$ cat config.mk
export PLATFORM = sky130hd
export DESIGN_NAME = input_debouncer
export DESIGN_NICKNAME = d
export VERILOG_FILES = /design/src/rtl/input_debouncer_pkg.sv /design/src/rtl/bit_synchronizer.sv /design/src/rtl/input_debouncer.sv
export SDC_FILE = /design/constraint.sdc
export NUM_CORES = 1
export LEC_CHECK = 0
export ABC_AREA = 1
export CAP_MARGIN = 10
export CORE_MARGIN = 10
export CORE_UTILIZATION = 35
export DETAILED_ROUTE_END_ITERATION = 16
export PLACE_DENSITY = 0.55
export SLEW_MARGIN = 10
export SYNTH_ARGS = -nofsm -noshare
export SYNTH_HDL_FRONTEND = slang
export SYNTH_HIERARCHICAL = 1
export SYNTH_SLANG_ARGS = --single-unit
export TNS_END_PERCENT = 10
$ cat constraint.sdc
create_clock -name clk -period 2.1 [get_ports clk]
set_clock_uncertainty 0.15 [all_clocks]
set_input_delay 0.63 -clock clk [delete_from_list [all_inputs] [get_ports clk]]
set_output_delay 0.63 -clock clk [all_outputs]
set_load 0.1 [all_outputs]
$ cat src/rtl/input_debouncer_pkg.sv
// Shared types and default constants for the input_debouncer slice.
// The optional long-press detector is enabled by defining INPUT_DEBOUNCE_LONG_PRESS_EN.
package input_debouncer_pkg;

  // Debounce FSM state encoding.
  typedef enum logic [1:0] {
    STABLE_LO = 2'b00,
    CHECK_HI  = 2'b01,
    STABLE_HI = 2'b10,
    CHECK_LO  = 2'b11
  } state_t;

  localparam int DEF_SYNC_STAGES     = 2;
  localparam int DEF_DEBOUNCE_CYCLES = 4;
  localparam int DEF_LONG_CYCLES     = 16;

  // True while a candidate level change is being qualified.
  function automatic logic is_check(input state_t s);
    logic r;
    case (s)
      CHECK_HI: r = 1'b1;
      CHECK_LO: r = 1'b1;
      default:  r = 1'b0;
    endcase
    return r;
  endfunction

endpackage

$ cat src/rtl/bit_synchronizer.sv
// Plain flop-chain synchronizer for a single asynchronous bit.
// Reusable for any async input; no logic is placed between stages.
module bit_synchronizer #(
  parameter int STAGES = 2
) (
  input  logic clk,
  input  logic rst,
  input  logic d,
  output logic q
);

  logic [STAGES-1:0] sync_r;

  if (STAGES < 2) begin : g_bad_stages
    $error("bit_synchronizer: STAGES must be >= 2");
  end

  // Shift the raw bit through the synchronizer chain.
  always_ff @(posedge clk) begin
    if (rst) begin
      sync_r <= {STAGES{1'b0}};
    end else begin
      sync_r <= {sync_r[STAGES-2:0], d};
    end
  end

  assign q = sync_r[STAGES-1];

endmodule

$ cat src/rtl/input_debouncer.sv
// Synchronizes a bouncy asynchronous input and commits level changes only
// after they hold for DEBOUNCE_CYCLES synchronized cycles. Outputs are all
// registered. Optional long-press pulse: define INPUT_DEBOUNCE_LONG_PRESS_EN.
module input_debouncer
  import input_debouncer_pkg::*;
#(
  parameter int SYNC_STAGES     = DEF_SYNC_STAGES,
  parameter int DEBOUNCE_CYCLES = DEF_DEBOUNCE_CYCLES,
  parameter int LONG_CYCLES     = DEF_LONG_CYCLES
) (
  input  logic clk,
  input  logic rst,
  input  logic d_raw,
  output logic q,
  output logic rise,
  output logic fall,
  output logic busy
`ifdef INPUT_DEBOUNCE_LONG_PRESS_EN
  ,
  output logic long_press
`endif
);

  localparam int CW = $clog2(DEBOUNCE_CYCLES + 1);
  localparam logic [CW-1:0] CNT_ZERO = {CW{1'b0}};
  localparam logic [CW-1:0] CNT_ONE  = CW'(1);
  localparam logic [CW-1:0] CNT_LAST = CW'(DEBOUNCE_CYCLES - 1);

  if (SYNC_STAGES < 2) begin : g_bad_sync
    $error("input_debouncer: SYNC_STAGES must be >= 2");
  end
  if (DEBOUNCE_CYCLES < 2) begin : g_bad_deb
    $error("input_debouncer: DEBOUNCE_CYCLES must be >= 2");
  end
  if (LONG_CYCLES < 1) begin : g_bad_long
    $error("input_debouncer: LONG_CYCLES must be >= 1");
  end

  logic          d_sync_s;
  state_t        state_r, state_nx;
  logic [CW-1:0] cnt_r, cnt_nx;
  logic          q_r, q_nx;
  logic          rise_r, rise_nx;
  logic          fall_r, fall_nx;
  logic          busy_r, busy_nx;

  bit_synchronizer #(
    .STAGES (SYNC_STAGES)
  ) u_sync (
    .clk (clk),
    .rst (rst),
    .d   (d_raw),
    .q   (d_sync_s)
  );

  // Next-state and output decode for the debounce FSM.
  always_comb begin
    state_nx = state_r;
    cnt_nx   = cnt_r;
    q_nx     = q_r;
    rise_nx  = 1'b0;
    fall_nx  = 1'b0;
    case (state_r)
      STABLE_LO: begin
        q_nx = 1'b0;
        if (d_sync_s) begin
          state_nx = CHECK_HI;
          cnt_nx   = CNT_ONE;
        end else begin
          cnt_nx   = CNT_ZERO;
        end
      end
      CHECK_HI: begin
        if (!d_sync_s) begin
          // Glitch rejected: fall back without any pulse.
          state_nx = STABLE_LO;
          cnt_nx   = CNT_ZERO;
        end else if (cnt_r == CNT_LAST) begin
          state_nx = STABLE_HI;
          q_nx     = 1'b1;
          rise_nx  = 1'b1;
          cnt_nx   = CNT_ZERO;
        end else begin
          cnt_nx   = cnt_r + CNT_ONE;
        end
      end
      STABLE_HI: begin
        q_nx = 1'b1;
        if (!d_sync_s) begin
          state_nx = CHECK_LO;
          cnt_nx   = CNT_ONE;
        end else begin
          cnt_nx   = CNT_ZERO;
        end
      end
      CHECK_LO: begin
        if (d_sync_s) begin
          state_nx = STABLE_HI;
          cnt_nx   = CNT_ZERO;
        end else if (cnt_r == CNT_LAST) begin
          state_nx = STABLE_LO;
          q_nx     = 1'b0;
          fall_nx  = 1'b1;
          cnt_nx   = CNT_ZERO;
        end else begin
          cnt_nx   = cnt_r + CNT_ONE;
        end
      end
      default: begin
        state_nx = STABLE_LO;
        cnt_nx   = CNT_ZERO;
        q_nx     = 1'b0;
      end
    endcase
    busy_nx = is_check(state_nx);
  end

  // State, counter and output registers.
  always_ff @(posedge clk) begin
    if (rst) begin
      state_r <= STABLE_LO;
      cnt_r   <= CNT_ZERO;
      q_r     <= 1'b0;
      rise_r  <= 1'b0;
      fall_r  <= 1'b0;
      busy_r  <= 1'b0;
    end else begin
      state_r <= state_nx;
      cnt_r   <= cnt_nx;
      q_r     <= q_nx;
      rise_r  <= rise_nx;
      fall_r  <= fall_nx;
      busy_r  <= busy_nx;
    end
  end

  assign q    = q_r;
  assign rise = rise_r;
  assign fall = fall_r;
  assign busy = busy_r;

`ifdef INPUT_DEBOUNCE_LONG_PRESS_EN
  localparam int LW = $clog2(LONG_CYCLES + 1);
  localparam logic [LW-1:0] LP_ZERO = {LW{1'b0}};
  localparam logic [LW-1:0] LP_ONE  = LW'(1);
  localparam logic [LW-1:0] LP_MAX  = LW'(LONG_CYCLES);
  localparam logic [LW-1:0] LP_PRE  = LW'(LONG_CYCLES - 1);

  logic [LW-1:0] lp_cnt_r, lp_cnt_nx;
  logic          long_press_r, long_press_nx;

  // Long-press counter: runs in STABLE_HI, holds through a rejected low
  // glitch, clears on a fresh high commit or whenever the level is low.
  always_comb begin
    lp_cnt_nx     = lp_cnt_r;
    long_press_nx = 1'b0;
    if ((state_nx == STABLE_LO) || (state_nx == CHECK_HI)) begin
      lp_cnt_nx = LP_ZERO;
    end else if ((state_r == CHECK_HI) && (state_nx == STABLE_HI)) begin
      lp_cnt_nx = LP_ZERO;
    end else if ((state_r == STABLE_HI) && (lp_cnt_r != LP_MAX)) begin
      lp_cnt_nx     = lp_cnt_r + LP_ONE;
      long_press_nx = (lp_cnt_r == LP_PRE);
    end else begin
      lp_cnt_nx = lp_cnt_r;
    end
  end

  // Long-press registers.
  always_ff @(posedge clk) begin
    if (rst) begin
      lp_cnt_r     <= LP_ZERO;
      long_press_r <= 1'b0;
    end else begin
      lp_cnt_r     <= lp_cnt_nx;
      long_press_r <= long_press_nx;
    end
  end

  assign long_press = long_press_r;
`endif

endmodule

* After elaboration in Yosys (flattened, before gate mapping)
Index checks and enable logic that the tools add are counted.
** Operators by class
- Add/subtract/negate cells :: 1
- Equal/unequal tests :: 10
- Mux-type cells :: 20
- Bitwise operators :: 3
- Reduce and logical (&&, ||, !) cells :: 5
** Operators by type and width (count)
- 2-bit two-way mux :: 6
- 3-bit case mux with 4 select lines :: 1
- 3-bit two-way mux :: 3
- 1-bit two-way mux :: 8
- 2-bit case mux with 4 select lines :: 1
- 2-bit == test, second input constant :: 3
- 2-bit != test, second input constant :: 3
- 3-bit OR reduction :: 2
- 2-bit by 1-bit == test with 1-bit output, second input constant :: 2
- 1-bit case mux with 4 select lines :: 1
- 4-bit AND reduction :: 1
- 3-bit by 1-bit adder with 3-bit output, second input constant :: 1
- 3-bit by 2-bit == test with 1-bit output, second input constant :: 1
- 1-bit NOT :: 3
- 2-bit logical NOT :: 1
- 2-bit by 1-bit != test with 1-bit output, second input constant :: 1
- 2-bit OR reduction :: 1
** Storage, ports and cells
- Register bits :: 11
- Output and inout port bits :: 4

* Depth between registers and ports, before layout
- Word-level depth :: 7
- Mapped depth :: 8
- Mapped depth without buffers :: 8

* Cells and area by module
Netlist, hierarchy kept.
** Modules (own cells, without submodules)
- input_debouncer :: times used 1, cells an instance 66, area an instance 478.0 µm², sequential area each 180.2 µm²
- bit_synchronizer :: times used 1, cells an instance 6, area an instance 55.1 µm², sequential area each 40.0 µm²

* Worst setup path before layout
No wires, ideal clock.
- Kind :: register to output
- Start point :: register q_r, in the netlist q
- End point :: output port q
- Arrival :: 0.925 ns
- Setup slack :: 0.395 ns
- Cell stages (with the launch flop) :: 1
- Path buffers :: 0
- Cells stage by stage :: dfxtp_1
** RTL lines
- start, declared :: RTL line input_debouncer.sv:42 : logic q_r, q_nx;
- start signal, assigned :: RTL line input_debouncer.sv:130 : q_r <= q_nx;
- end, declared :: RTL line input_debouncer.sv:14 : output logic q,
No word-level cell between the ends.

* Final worst setup path
- Start point :: register q_r, in the netlist q
- End point :: output port q
No word-level cell between the ends.

==> metrics.txt <==
Lkg Pwr=about 0.00034 uW; PortBufs=6; Async SR Flop Fraction=0%; Die Height=approximately 59 um; total congestion overflow=0; hold path cells=2; top-area cell type share of the netlist area=roughly two fifths; Setup TNS=0 ns; drt first pass iters=4; Hold Crit Start=u_sync/sync_r[0]; Worst-Margin Slew=about 0.22 ns; DP Wirelength=771 um; Hold EP=u_sync/sync_r[1]; Area growth syn-to-layout=27.5%; Starting Density=a little over a third; Filler cells=161; Final period util=between 70% and 80%; WL final=between 900 and 1000 um; Synthesis Warnings=6; # DRC=0; Sequential Area=approximately 220 sq um; synthesized area=533 sq um; grt met1 use=approximately 7.3%; Post-synth top cells=inv_1, nand2_1, dfxtp_1; Synth Area per Inst=between 7 and 8 sq um; Peak supply drop=0.505 mV; cts repair resizes=0; gr usage total=6.86%; 1st-iter DRT viols=14; worst hold path type=reg -> reg; Cells after Synth=just over 70; area of the multi-input gates=between 200 and 300 sq um; Worst setup EP type=output pin; RSZ-0062 raised after global routing=no; setup bufs post-CTS=0; Cell Chain, Critical Path=buf_12; Num CTS Buffers=3; max-slew violation count=0; clock root cell=clkbuf_4; largest area contributor in the synthesized netlist=dfxtp_1; Data required, critical path=1.32 ns; Core Area=around 0.0015 sq mm; crit path max fanout=2; Max Freq=619 MHz; reg2reg path depth=6; share of post-route cells with drive strength above 1=15.9%; CP peak stage delay=0.38 ns; syn nets=80; clk sinks=11; RePlAce Congestion=0.818; number of library cell types mapped by synthesis=15; vias in the first global route=425; cell at the slowest stage of the critical path=dfxtp_1; run status=finished clean; CP bufs+invs=1; H-tree levels=1; Synth Register Bits=11; delay-heaviest family, CP=flip-flops; R2R Path End=q; synth top area cells=dfxtp_1, ha_1, inv_1; initial antenna violation count=0; DR vias/cell=4.58; first-pass GRT wire length=~1800 um; M2 GR Usage=about a tenth; FF-to-FF Start=state_r[1]; most used routing layer=met2; Detail Route Antenna Nets=0; post-synthesis sequential area ratio=slightly above 40%; Worst R2R Setup Slack=0.67 ns; TritonCTS clock tree=done; Std-Cell Rows=14; WS Path Type=reg -> out; clk buf depth=2; largest net degree at the start of global routing=8; power per cell area=around 800 mW/mm^2; # setup viols final=0; antenna cells=0; placed cells=94; Final nets=91; Reg clk slew, reported paths=~0.060 ns; io pins=7; Post-synth EDFFs=0; Worst path depth=1; startpoint types=register; Non-Filler Instances=just under 100; Post-CTS Hold Buffers=0; Die Wd=59.0 um; Skew-Pair Late Insertion Delay=between 0.2 and 0.3 ns; WL per Instance=around 9.6 um; Worst slew margin=between 80% and 90%; main flop type after synthesis=dfxtp_1; minimum clock period=approximately 1.6 ns; final hold violations=0; routed vias=449; Critical Path AT=between 0.8 and 0.9 ns; met3 Use GR=~3.6%; max-cap check violation count=0; Die Area=0.00348 sq mm
stage by stage:
stage | worst slack [ns] | hold slack [ns] | power (uW) | utilization, % | instance area, sq um
global placement | 0.304 | 0.246 | 408 | 44.4 | 653
floorplan | 0.395 | 0.238 | 354 | - | 533
global route | 0.443 | 0.282 | 581 | 46.2 | 679
CTS | 0.472 | 0.262 | 550 | 46.2 | 679
finish | 0.485 | 0.263 | 544 | 46.2 | 679
detailed placement | 0.284 | 0.253 | 407 | 44.4 | 653
flip-flops by register name, summed over array words and instances (netlist names):
register       count
state_r            2
cnt_r              3
fall               1
rise               1
busy               1
u_sync/sync_r      2
q                  1
worst register-to-register path, stage by stage (launching register included):
cell and delay [ns]:
dfxtp_1 0.40, inv_1 0.12, ha_1 0.23, o21ai_0 0.23, nand3_1 0.10, nand2_1 0.06, nor2_1 0.04
cells in the final DEF, fill, tap and decap left out:
cell	count
a21oi_1	4
buf_12	4
clkbuf_1	1
clkbuf_4	3
clkdlybuf4s50_1	2
dfxtp_1	11
ha_1	5
inv_1	14
inv_2	1
nand2_1	14
nand2_2	4
nand3_1	4
nand3b_1	1
nand4_1	1
nor2_1	7
nor3_1	1
nor4_1	2
o21ai_0	2
o21ai_2	1
metal layers:
metal  part of all wire, %  routed length (um)
met1                    46                 433
met2                    46                 432
met3                   5.6                  53
met4                   2.3                  22
met5                     0                   0
worst max path at each step:
| stage | startpoint | endpoint | slack [ns] |
|---|---|---|---|
| detailed placement | rst | cnt_r[2] | 0.28 |
| global route | q | q | 0.44 |
| global placement | rst | state_r[1] | 0.30 |
| CTS | q | q | 0.47 |
| finish | q | q | 0.48 |
| floorplan | q | q | 0.40 |
logic make-up (layout without fill, tap and decap cells):
family | after synthesis | count (layout) | share of synthesized area [%]
flip-flops | 11 | 11 | 41.3
adder cells (fa/ha/maj) | 5 | 5 | 11.7
AND/OR/NAND/NOR | 34 | 34 | 29.1
buffers and inverters | 15 | 25 | 10.6
AO/OA/AOI/OAI | 7 | 7 | 7.28
final cells by class:
class,count,area share (%)
timing repair buffer,6,14.7
sequential,11,32.4
clock buffer,4,3.87
multi-input combinational,46,37.8
tap,16,2.95
inverter,15,8.29
power by group:
| group | total (uW) | switching, uW | internal (uW) | leakage, uW |
|---|---|---|---|---|
| combinational | 163 | 103 | 59.7 | 0.000233 |
| sequential | 238 | 13.7 | 225 | 0.0000897 |
| clock | 142 | 68.9 | 73.6 | 0.0000150 |
| total | 544 | 186 | 358 | 0.000337 |
No activity file was read; power rests on OpenSTA's default activity.
